`src/rtl/shift_deser.sv`:
```
// Serial-in/parallel-out receiver: collects WIDTH bits (MSB- or LSB-first per word)
// and presents each completed word on a valid/ready output register.
module shift_deser #(
  parameter int WIDTH = 16,
  parameter int CNT_W = $clog2(WIDTH) + 1
) (
  input  logic             clk,
  input  logic             rst,
  input  logic             start,
  input  logic             dir,
  input  logic             bit_in,
  input  logic             bit_valid,
  input  logic             out_ready,
  output logic [WIDTH-1:0] word_out,
  output logic             out_valid,
  output logic             busy,
  output logic [CNT_W-1:0] bit_cnt,
  output logic             overrun
);

  typedef enum logic {IDLE, COLLECT} state_t;

  state_t           state_q, state_d;
  logic             dir_q, dir_d;
  logic [WIDTH-1:0] sr_q, sr_d;
  logic [CNT_W-1:0] cnt_q, cnt_d;
  logic [WIDTH-1:0] word_q, word_d;
  logic             ovalid_q, ovalid_d;
  logic             overrun_q, overrun_d;
  logic [WIDTH-1:0] shifted;
  logic             complete;

  always_comb begin
    state_d   = state_q;
    dir_d     = dir_q;
    sr_d      = sr_q;
    cnt_d     = cnt_q;
    word_d    = word_q;
    ovalid_d  = ovalid_q;
    overrun_d = overrun_q;
    complete  = 1'b0;
    shifted   = dir_q ? {bit_in, sr_q[WIDTH-1:1]} : {sr_q[WIDTH-2:0], bit_in};

    case (state_q)
      IDLE: begin
        if (start) begin
          state_d = COLLECT;
          dir_d   = dir;
          sr_d    = '0;
          cnt_d   = '0;
        end
      end
      COLLECT: begin
        if (bit_valid) begin
          sr_d = shifted;
          if (cnt_q == CNT_W'(WIDTH - 1)) begin
            complete = 1'b1;
            state_d  = IDLE;
            cnt_d    = '0;
          end else begin
            cnt_d = cnt_q + CNT_W'(1);
          end
        end
      end
      default: state_d = IDLE;
    endcase

    // A completed word either lands in the output register or, if the
    // consumer is still holding the previous one, is dropped and flagged.
    if (complete) begin
      if (!ovalid_q || out_ready) begin
        word_d   = shifted;
        ovalid_d = 1'b1;
      end else begin
        overrun_d = 1'b1;
      end
    end else if (ovalid_q && out_ready) begin
      ovalid_d = 1'b0;
    end
  end

  always_ff @(posedge clk) begin
    if (rst) begin
      state_q   <= IDLE;
      dir_q     <= 1'b0;
      sr_q      <= '0;
      cnt_q     <= '0;
      word_q    <= '0;
      ovalid_q  <= 1'b0;
      overrun_q <= 1'b0;
    end else begin
      state_q   <= state_d;
      dir_q     <= dir_d;
      sr_q      <= sr_d;
      cnt_q     <= cnt_d;
      word_q    <= word_d;
      ovalid_q  <= ovalid_d;
      overrun_q <= overrun_d;
    end
  end

  assign word_out  = word_q;
  assign out_valid = ovalid_q;
  assign busy      = (state_q == COLLECT);
  assign bit_cnt   = cnt_q;
  assign overrun   = overrun_q;

endmodule

```
`config.mk`:
```
export PLATFORM = sky130hd
export DESIGN_NAME = shift_deser
export DESIGN_NICKNAME = d
export VERILOG_FILES = /design/src/rtl/shift_deser.sv
export SDC_FILE = /design/constraint.sdc
export NUM_CORES = 1
export LEC_CHECK = 0
export CORE_ASPECT_RATIO = 1.5
export CORE_MARGIN = 2
export CORE_UTILIZATION = 46
export DETAILED_ROUTE_END_ITERATION = 16
export GPL_TIMING_DRIVEN = 0
export PLACE_DENSITY = 0.74
export SYNTH_ARGS = -nofsm -noshare
export SYNTH_HDL_FRONTEND = slang
export SYNTH_SLANG_ARGS = --single-unit
```
`constraint.sdc`:
```
create_clock -name clk -period 1.8 [get_ports clk]
set_input_delay 0.36 -clock clk [delete_from_list [all_inputs] [get_ports clk]]
set_output_delay 0.36 -clock clk [all_outputs]
set_load 0.02 [all_outputs]
```
==> out/metrics.yaml <==
status: "finished, final reports clean"
synth_warnings: 0
drv_cap: 0
slowest_delay_ps: 650
dieArea_sq_um: 4360
utilization_pct: 60.4
min_path_type: "reg -> reg"
gr-usage-all-layers_pct: 19.2
clkTransAtPathRegs_ps: 70
crit_family: "buffers and inverters"
overflow: 0
grt_pass1_vias: 1436
clock_skew_ps: 3.62
path_buf_inv: 1
grt_setup_unrepaired: "true"
crit_slowest_cell: "clkdlybuf4s50_1"
drtIter0Drc: 43
insertion_delay_ps: 290
timing.final.crit_share_pct: 96.7
yosysUniqueCellTypes: 32
critPathLaunch: "bit_cnt[2]"
via_count: 1414
globalRouteMet3Util_pct: 4.87
max-vdd-ir-drop_mv: 0.533
grtUsageMet1_pct: 20.0
place.gp.congestion: 0.723
synth_seq_area_share_pct: 46.5
worstSetupPathType: "reg -> out"
hold_viol: 0
r2r_start: "bit_cnt[0]"
drt_first_pass_iters: 4
grt_pass1_wl_microns: 6140
postSynthAreaPerCell_sq_um: 9.55
seq_area_sq_um: 828
setup_viol: 0
ios: 31
cts_made_buffers: 5
syn_inst: 185
required_ps: 1440
cts_tree: "done"
startpoint_type: "flip-flop"
worstPathMaxFanout: 5
cp_cell_sequence: "clkdlybuf4s50_1"
powerDensity_nw_per_um2: 719
n_fill_cell: 316
drtAntennaViolNets: 0
dp_hpwl_microns: 2660
num_rows: 27
layout_min_cycle_time_ps: 1740
htreeDepth: 2
antenna_found_initial: 0
finalNetCount: 228
io_buffers: 29
leakage_nw: 0.883
slew_headroom_pct: 66.5
drive_gt1_share_pct: 14.5
max_clock_freq_mhz: 575
post-route-drc-count: 0
dieHeight_microns: 79.9
clockRootBuffer: "clkbuf_8"
cts_hold_buffers: 0
hold_start: "word_out[8]"
finalWirelength_microns: 3660
clk_path_buf_depth: 2
synth_nets: 193
syn_to_final_growth_pct: 25.9
dpl_worst_slack_ps: -293
grt.busiest_layer: "met2"
worst_slack_ps: 60.2
use_met2_pct: 33.7
vias_per_cell: 5.36
fp.dieW_microns: 54.6
cp.arrival_ps: 1380
multi_input_area_sq_um: 883
ys_ff_latch: 41
cts_sinks: 41
cp-end-kind: "output port"
worst_pin_slew_ps: 503
wl_per_cell_microns: 13.8
grt_max_degree: 12
syn-cell-area_sq_um: 1770
slew_violations: 0
antenna_cells: 0
start_util_pct: 48.0
core_area_sq_um: 3680
==> where the power goes <==
part	total, mW	leakage [nW]	switching [mW]	internal, mW
registers	0.919	0.332	0.00928	0.910
logic	0.106	0.511	0.0649	0.0407
clock network	0.574	0.0395	0.298	0.275
==> synthesized netlist by cell type <==
master,count,share of area (%)
nand2_1,32,6.8
buf_6,1,0.64
nor4b_1,1,0.50
nor2_1,20,4.2
nand3_2,1,0.57
o211a_1,1,0.57
buf_12,1,1.1
mux2_2,16,10
o21a_1,1,0.43
nand2b_1,1,0.35
inv_1,3,0.64
dfxtp_1,41,46
and2_1,1,0.35
buf_1,1,0.21
nor4_1,1,0.35
a31oi_1,1,0.35
a22oi_1,14,5.9
and2b_1,1,0.43
mux2i_1,18,10
or3_2,1,0.43
o211ai_1,2,0.85
a211oi_1,1,0.43
o2111ai_1,1,0.50
ha_1,1,0.71
a2bb2oi_1,2,0.99
clkbuf_1,10,2.1
or3_1,1,0.35
or4b_1,1,0.57
nor2b_1,2,0.71
a21oi_1,5,1.4
buf_2,1,0.28
nand3_1,1,0.28
==> state kept, by name, indices dropped and copies added, names as in the netlist <==
register,cells
sr_q,16
bit_cnt,5
word_out,16
overrun,1
busy,1
out_valid,1
dir_q,1
==> logic make-up (layout without fill, tap and decap cells) <==
logic type | after synthesis | after routing | synth area share (%)
AOI/OAI and AO/OA | 28 | 28 | 11.5
DFF | 41 | 41 | 46.5
adders and majority gates | 1 | 1 | 0.708
muxes | 34 | 34 | 20.4
and+or+nand+nor | 64 | 64 | 15.9
buffers and inverters | 17 | 53 | 5.03
==> area by class of cell <==
cell class	count	area share [%]
flip-flops and latches	41	37.2
plain buffers	13	3.37
well taps	43	2.42
clock buffers	8	3.60
inverters	3	0.506
multi-input cells	127	39.7
repair buffers	29	13.2
==> placed cells by master, fill, tap and decap left out, drive strengths merged, types with 2 or more instances in the layout <==
cell type | synthesis | final
mux2 | 16 | 16
buf | 4 | 4
nor2b | 2 | 2
mux2i | 18 | 18
o211ai | 2 | 2
nand3 | 2 | 2
dfxtp | 41 | 41
a2bb2oi | 2 | 2
inv | 3 | 3
a22oi | 14 | 14
or3 | 2 | 2
clkdlybuf4s50 | 0 | 28
nor2 | 20 | 20
a21oi | 5 | 5
nand2 | 32 | 32
clkbuf | 10 | 17
==> per-layer routing <==
metal	routed length [microns]	share of wire, %
met1	1460	40
met2	1980	54
met3	132	3.6
met4	82	2.2
met5	0	0
==> per-stage QoR <==
step | hold slack (ps) | total power, mW | instance area (sq um) | setup TNS [ps] | std cells
floorplan | 450 | 1.01 | 1770 | 0 | 185
global placement | 447 | 1.05 | 2120 | -6010 | 257
detailed placement | 453 | 1.05 | 2120 | -6200 | 257
CTS | 464 | 1.61 | 2210 | 0 | 265
global route | 485 | 1.65 | 2220 | -1.08 | 264
finish | 458 | 1.60 | 2220 | 0 | 264
==> final timing paths <==
path	depth (start not counted)	slack [ps]	to
worst max-delay path	1	60	bit_cnt[2]
worst min-delay path	2	460	word_out[8]
worst max register to register	6	60	word_out[10]
worst min register to register	2	460	word_out[8]
==> worst register-to-register path: stages, from the launching register on <==
cell     delay [ps]
dfxtp_4         390
ha_4            160
nand3_4         120
or4b_4          540
buf_6           160
buf_12          150
mux2i_1         120
==> what timing repair did <==
| action | 4_1_cts | 5_1_grt |
|---|---|---|
| resized for setup | 2 | 7 |
| setup buffers | 0 | 0 |
| endpoints found under the setup margin | 12 | 23 |
Note: power is estimated with default switching activity, not from simulation.
